$ cat src/rtl/piso_pkg.sv
// Shared types and constants for the parallel-in serial-out serializer.
// Holds the FSM state encoding and the default word width.
package piso_pkg;

  localparam int PISO_WIDTH_DEF = 8;

  typedef enum logic {
    IDLE  = 1'b0,
    SHIFT = 1'b1
  } state_t;

endpackage

$ cat src/rtl/piso_bit_counter.sv
// Down-counter with load, enable and zero flag.
// Load always presets to WIDTH-1, the index of the last bit of a word.
module piso_bit_counter
  import piso_pkg::*;
#(
  parameter int WIDTH = PISO_WIDTH_DEF,
  localparam int CW = $clog2(WIDTH)
) (
  input  logic clk,
  input  logic rst,
  input  logic load,
  input  logic en,
  output logic zero
);

  logic [CW-1:0] cnt_q;
  logic [CW-1:0] cnt_d;

  always_comb begin
    cnt_d = cnt_q;
    if (load) begin
      cnt_d = CW'(WIDTH - 1);
    end else if (en) begin
      cnt_d = cnt_q - CW'(1);
    end
  end

  always_ff @(posedge clk) begin
    if (!rst) begin
      cnt_q <= '0;
    end else begin
      cnt_q <= cnt_d;
    end
  end

  assign zero = (cnt_q == '0);

endmodule

$ cat src/rtl/piso_serializer.sv
// Parallel-in serial-out serializer with valid/ready on both sides.
// Back-to-back words stream with no bubble when the next word is waiting.
module piso_serializer
  import piso_pkg::*;
#(
  parameter int WIDTH = PISO_WIDTH_DEF
) (
  input  logic             clk,
  input  logic             rst,
  input  logic [WIDTH-1:0] p_data,
  input  logic             p_valid,
  output logic             p_ready,
  input  logic             lsb_first,
  output logic             s_data,
  output logic             s_valid,
  input  logic             s_ready,
  output logic             s_last,
  output logic             busy
);

  state_t           state_q;
  state_t           state_d;
  logic [WIDTH-1:0] shift_q;
  logic [WIDTH-1:0] shift_d;
  logic             mode_q;
  logic             mode_d;

  logic cnt_zero;
  logic in_shift;
  logic beat;
  logic load;

  // Outputs are gated by rst so they read 0 while reset is asserted.
  assign in_shift = rst && (state_q == SHIFT);
  assign s_valid  = in_shift;
  assign busy     = in_shift;
  assign s_last   = in_shift && cnt_zero;
  assign s_data   = in_shift &&
                    (mode_q ? shift_q[0] : shift_q[WIDTH-1]);

  assign beat    = s_valid && s_ready;
  assign p_ready = rst &&
                   ((state_q == IDLE) || (s_ready && s_last));
  assign load    = p_valid && p_ready;

  always_comb begin
    state_d = state_q;
    shift_d = shift_q;
    mode_d  = mode_q;
    if (load) begin
      shift_d = p_data;
      mode_d  = lsb_first;
      state_d = SHIFT;
    end else if (beat) begin
      shift_d = mode_q ? (shift_q >> 1) : (shift_q << 1);
      if (cnt_zero) begin
        state_d = IDLE;
      end
    end
  end

  always_ff @(posedge clk) begin
    if (!rst) begin
      state_q <= IDLE;
      shift_q <= '0;
      mode_q  <= 1'b0;
    end else begin
      state_q <= state_d;
      shift_q <= shift_d;
      mode_q  <= mode_d;
    end
  end

  piso_bit_counter #(
    .WIDTH (WIDTH)
  ) u_cnt (
    .clk  (clk),
    .rst  (rst),
    .load (load),
    .en   (beat && !load),
    .zero (cnt_zero)
  );

endmodule

$ cat config.mk
export PLATFORM = sky130hd
export DESIGN_NAME = piso_serializer
export DESIGN_NICKNAME = d
export VERILOG_FILES = /design/src/rtl/piso_pkg.sv /design/src/rtl/piso_bit_counter.sv /design/src/rtl/piso_serializer.sv
export SDC_FILE = /design/constraint.sdc
export NUM_CORES = 1
export LEC_CHECK = 0
export BUFFER_PORTS_ARGS = -buffer_cell sky130_fd_sc_hd__buf_2
export CAP_MARGIN = 0
export CORE_ASPECT_RATIO = 1.25
export CORE_UTILIZATION = 32
export CTS_CLUSTER_SIZE = 24
export DETAILED_ROUTE_END_ITERATION = 16
export SYNTH_ARGS = -nofsm -noshare
export SYNTH_HDL_FRONTEND = slang
export SYNTH_SLANG_ARGS = --single-unit
$ cat constraint.sdc
create_clock -name clk -period 3.85 [get_ports clk]
set_input_delay 0.5775 -clock clk [delete_from_list [all_inputs] [get_ports clk]]
set_output_delay 0.5775 -clock clk [all_outputs]
set_load 0.005 [all_outputs]
==> results of run 1 <==
## cell usage after synthesis, drive strengths merged
library cell and n:
buf 5, nand3b 2, nand3 4, mux2i 7
and3 1, nor3b 1, a21oi 9, xnor2 1
o211ai 7, o21ai 2, xor2 1, a21o 1
nand2 19, a311oi 2, clkbuf 1, nor2 4
ha 2, dfxtp 13, inv 4
## critical path, cell delays in order, from the launching register on
cell     delay [ns]
dfxtp_1        0.61
mux2i_1        0.25
nor2_1         0.05
buf_2          0.12
## cells by family after synthesis
logic type                 count (synthesis)
xor gates and xnor gates                   2
adders and majority gates                  2
muxes                                      7
DFF                                       13
AOI/OAI and AO/OA                         21
buffers and inverters                     10
and+or+nand+nor                           31
## through the flow
step                cells  area [um2]
finish                131         818
global route          131         818
CTS                   131         818
detailed placement    127         792
global placement      127         792
floorplan              86         719
## where the power goes
group | switching (W) | internal (W) | total (W)
sequential | 0.0000116 | 0.000147 | 0.000158
clock | 0.0000427 | 0.0000400 | 0.0000827
combinational | 0.0000278 | 0.0000283 | 0.0000561
total | 0.0000822 | 0.000215 | 0.000297
## layout by cell type, fill, tap and decap left out, types with 2 or more instances in the layout
master,count
a21oi_1,9
a311oi_1,2
buf_2,17
clkbuf_4,3
dfxtp_1,13
ha_1,2
inv_1,4
mux2i_1,7
nand2_1,19
nand3_1,4
nor2_1,4
o211ai_1,7
## metal layers
| layer | part of all wire | global-route usage | wire length (um) | vias up |
|---|---|---|---|---|
| met3 | 0.040 | 0.0292 | 53 | 2 |
| met5 | 0 | 0 | 0 | - |
| met1 | 0.49 | 0.164 | 647 | 273 |
| li1 | - | - | - | 331 |
| met2 | 0.46 | 0.206 | 617 | 16 |
| met4 | 0.0090 | 0.0606 | 12 | 0 |
## worst paths after layout
path                   from  depth (start not counted)         end
max                  mode_q                          3      s_data
min               lsb_first                          3      mode_q
max reg2reg  u_cnt.cnt_q[0]                          6  shift_q[2]
min reg2reg      shift_q[7]                          2  shift_q[7]
## final cells by class
cell class                      count  share of cell area
Clock buffer                        4              0.0321
Tap cell                           30              0.0459
Multi-Input combinational cell     63               0.482
Inverter                            4              0.0183
Timing Repair Buffer               17               0.104
Sequential cell                    13               0.318
## state kept, by name (all words and copies together) (netlist names)
signal / cells
u_cnt.cnt_q: 3
mode_q: 1
shift_q: 8
state_q: 1
==> impl_results.md, run 1 <==
* Outcome: complete, no violations
* Antenna Nets Post-Route at 0
* CTS H-tree depth at 1
* Core Footprint at between 2000 and 2500 um2
* Multi-input gate area at 394 um2
* Critical path type: register to output pin
* Worst Path Max Fanout at 10
* Startpoint Class: register
* Minimum clock period after layout at around 1.9 ns
* Total CTS buffers at 3
* FF+latch area at 260 um2
* Initial antenna violation count at 0
* Design Power at 0.000297 W
* Worst hold margin at 0.486 ns
* Post-synthesis adder-cell area fraction at 0.0348
* Area share of the largest cell type after synthesis at 0.362
* Seq/Total Area, Yosys at 0.362
* Fraction of the cycle the final worst path needs at 0.488
* Synth area leader: dfxtp_1
* Final HPWL DP at 981 um
* Worst R2R Setup Slack at 2.34 ns
* Slew of the pin with the lowest slew margin at 0.548 ns
* Max-slew violation count at 0
* Vias in the first global route at 537
* Max Fclk at roughly 530 MHz
* Avg WL per Cell at slightly above 10 um
* Final setup TNS at 0 ns
* Final wirelength at 1.33 mm
* Post-CTS Setup Inserts at 0
* Worst clock skew at 0.00536 ns
* Final Hold Viols at 0
* YS warnings at 0
* Synth Area per Inst at 8.37 um2
* Layout cells sized above 1 at 0.218
* Number of port buffers at 17
* # nets final at ~120
* WP data required at 3.27 ns
* Pre-Repair DR Iteration Count at 4
* Fillers at about 220
* Root Buffer: clkbuf_4
* Clock latency on the worst-skew pair at 0.27 ns
* Synth Area in Simple Gates at 0.205
* Area delta synth->final at 13.7%
* Worst slack at placement at between 2 and 2.5 ns
* Leakage at 0.338 nW
* #FFs+latches synth at 13
* First-pass GRT wire length at 2.28 mm
* Hold WC Path Type: input port to register
* Post-layout util at 0.399
* Synth cell types at 23
* Die area at approximately 2400 um2
* Cells after synthesis at 86
* Worst rel slew slack at 0.635
* Synth Area in Compound Gates at 0.186
* Vias per Instance at 4.75
* Die width at 44.4 um
* Vias at 622
* CTS tree: yes
* Maximum vdd drop at approximately 0.26 mV
* # rows at 18
* Initial Util at 0.351
* Syn nets at 101
* GR Util All Layers at 0.129
* Final WS setup at 1.97 ns
* Largest family of logic cells by synthesized area: simple AND/OR/NAND/NOR gates
* DRC at 0
* # setup viols final at 0
* Ports at 18
* Maxcap violations at 0
* RSZ-0062 raised after global routing: false
* Initial DRC count at 9
* CTS Buffer Depth at 2
* Power per Cell Area at 363 nW/um2
* Die height at between 50 and 60 um
* Setup crit end kind: output pin
* Worst EP arrival at 1.30 ns
* Clock slew at reported path FFs at 0.08 ns
* Synth top area cells: dfxtp_1 36%, nand2_1 9.9%, mux2i_1 9.7%
* Final Wtd Congestion at 0.727
* Hold Buf Count CTS at 0
* Clock sink total at 13
* Post-synthesis mux area share at 0.0974
* Post_cts resized at 0
* Remaining global-route overflow at 0
* XOR/XNOR Fraction of Synth Area at 0.0243
* Diodes inserted at 0
* Mapped Area at 719 um2
* Largest net degree at the start of global routing at 17
Power figures use the tool's default switching activity.
==> run 2, diff against run 1 <==
- ABC_AREA: default -> 1
- clock period: 3.85 -> 1.8 ns (I/O delays scaled with it)
==> impl_results.md, run 2 <==
* Clock latency on the worst-skew pair at 0.28 ns
* Maximum vdd drop at 0.399 mV
* Clock sink total at 13
* Worst R2R Setup Slack at approximately 0.23 ns
* Mapped Area at 801 um2
* Most used DFF post-synth: dfxtp_1
* Number of flip-flops in the largest register at 8
* Worst clock skew at approximately 0.0054 ns
* Hold path startpoint: lsb_first
* Clock slew at reported path FFs at 0.08 ns
* Post-CTS Setup Inserts at 0
* Layout cells sized above 1 at 0.230
* Seq/Total Area, Yosys at 0.325
* Worst slack at placement at 0.233 ns
* CTS Buffer Depth at 2
* Vias per Instance at 4.83
* Number of port buffers at 17
* Power per Cell Area at 691 nW/um2
* Cell Count, Final, Fillers Out at 170
* Critical path type: register to output pin
* Worst hold margin at 0.259 ns
* Setup crit end kind: output pin
* Fraction of the cycle the final worst path needs at 0.896
* Cells after synthesis at 122
* Startpoint Class: register
* CP most frequent cell: inv_1
* Leakage at 0.465 nW
* WP data required at 1.53 ns
* Core Footprint at 2280 um2
* Count leader, synth: nand2_1
* Top Registers: shift_q: 8 flops, u_cnt.cnt_q: 3 flops
* CTS tree: yes
* Vias at 821
* Worst EP arrival at about 1.3 ns
* Hold Buf Count CTS at 0
* EDFF count, synth at 0
* Fillers at roughly 270
* Remaining global-route overflow at 0
* DP Cell Count at 166
* Hold worst-path end: mode_q
* Outcome: complete, no violations
* YS warnings at 0
* Hold path depth at 3
* Initial Util at 0.351
* RSZ-0062 raised after global routing: false
* Most common cell after layout, fill and taps aside: nand2_1
* FF-to-FF End: shift_q[4]
* Design Power at 0.000646 W
* Ports at 18
* Slew of the pin with the lowest slew margin at 0.305 ns
* # rows at 19
* Minimum clock period after layout at approximately 1.6 ns
* CP Cell Sequence: inv_1, ha_1, inv_1, nor2_1, nand3_2, a21oi_1, buf_2
* Worst Path Max Fanout at 4
* Antenna Nets Post-Route at 0
* Crit-path slowest cell: dfxtp_1
* # nets final at 155
* Max Fclk at a little over 600 MHz
* Most flop-heavy register: shift_q
* Most frequent cells after synthesis: 30 x nand2_1, 14 x inv_1, 13 x a21oi_1, 13 x dfxtp_1
* Die area at 2710 um2
* Worst rel slew slack at 0.796
* Final setup TNS at 0 ns
* Final HPWL DP at between 1 and 1.5 mm
* Diodes inserted at 0
* # setup viols final at 0
* Initial DRC count at 11
* Die height at 57.9 um
* Post-synthesis async set-or-reset flop share at 0
* GR Util All Layers at 0.164
* Avg WL per Cell at 11.0 um
* First-pass GRT wire length at roughly 3.2 mm
* Root Buffer: clkbuf_4
* Cells on worst reg2reg path at 11
* Pre-Repair DR Iteration Count at 4
* CP startpoint: u_cnt.cnt_q[0]
* Post_cts resized at 0
* Synth top area cells: dfxtp_1 33%, nand2_1 14%, a21oi_1 8.1%
* Hold WC Path Type: input port to register
* Syn nets at around 140
* Slowest stage delay, CP at about 0.3 ns
* Synth cell types at 20
* Final Wtd Congestion at 0.846
* Worst reg2reg path startpoint: u_cnt.cnt_q[0]
* DRC at 0
* Most frequent cells in the layout: 30 x nand2_1, 17 x buf_2, 14 x inv_1
* Largest net degree at the start of global routing at 18
* Area delta synth->final at 16.9%
* Die width at 46.7 um
* Initial antenna violation count at 0
* Synth Area per Inst at 6.56 um2
* Area share of the largest cell type after synthesis at 0.325
* Synth area leader: dfxtp_1
* Max-slew violation count at 0
* Vias in the first global route at approximately 800
* #FFs+latches synth at 13
* Final WS setup at between 0.15 and 0.2 ns
* CTS H-tree depth at 1
* Final wirelength at 1.87 mm
* Final Hold Viols at 0
* Maxcap violations at 0
* Total CTS buffers at 3
==> run 2: changes by cell type in the layout (fill, tap and decap cells not counted), sizes merged, moves of 2 or more <==
cell,before,now
nand2,19,31
nor2,4,8
nand4,0,8
a21oi,9,13
or2,0,3
nand3,4,9
a311oi,2,0
inv,4,16
o21ai,2,5
nand3b,2,0
buf,17,21
o211ai,7,5
mux2i,7,0
==> run 2: final cells by class <==
class | count | area, um2 | area share
tap | 31 | 38.8 | 0.0414
multi-input combinational | 85 | 435 | 0.465
clock buffer | 4 | 26.3 | 0.0281
sequential | 13 | 260 | 0.278
timing repair buffer | 21 | 115 | 0.123
inverter | 16 | 60.1 | 0.0642
==> run 2: through the flow <==
| stage | cell area (um2) | util |
|---|---|---|
| after floorplan | 801 | - |
| after global placement | 910 | 0.399 |
| after detailed placement | 910 | 0.399 |
| after CTS | 936 | 0.410 |
| after global routing | 936 | 0.410 |
| final | 936 | 0.410 |
==> run 2: cell families (layout without fill, tap and decap cells) <==
group,after synthesis,in the layout,share of synthesized area
compound gates,23,23,0.159
fa+ha+maj,2,2,0.0312
buf+inv,24,41,0.131
flops,13,13,0.325
simple gates,60,60,0.353
==> run 2: worst max-delay path by stage <==
stage	to	slack [ns]	depth (start not counted)
floorplan	shift_q[5]	0.38	12
global placement	shift_q[3]	0.30	11
detailed placement	shift_q[4]	0.23	11
CTS	p_ready	0.16	7
global route	shift_q[3]	0.07	11
finish	p_ready	0.19	7
==> run 2: per-layer routing <==
layer  vias up  track usage  routed length [um]
met1       362        0.181                 806
met2        21        0.296                 969
met3         4       0.0187                  68
li1        434            -                   -
met4         0       0.0776                  26
met5         -            0                   0
==> run 2: worst max-delay path, delay by kind of cell (launching register included) <==
kind,cells,cell delay [ns]
AO/OA/AOI/OAI,1,0.14
adder cells (fa/ha/maj),1,0.16
buffers and inverters,3,0.27
flip-flops,1,0.30
AND/OR/NAND/NOR,2,0.20
==> run 2: where the power goes <==
part	leakage, nW	total [W]	internal [W]	switching (W)
Sequential	0.107	0.000329	0.000311	0.0000175
Clock	0.0150	0.000185	0.0000859	0.0000993
Combinational	0.342	0.000132	0.0000539	0.0000785
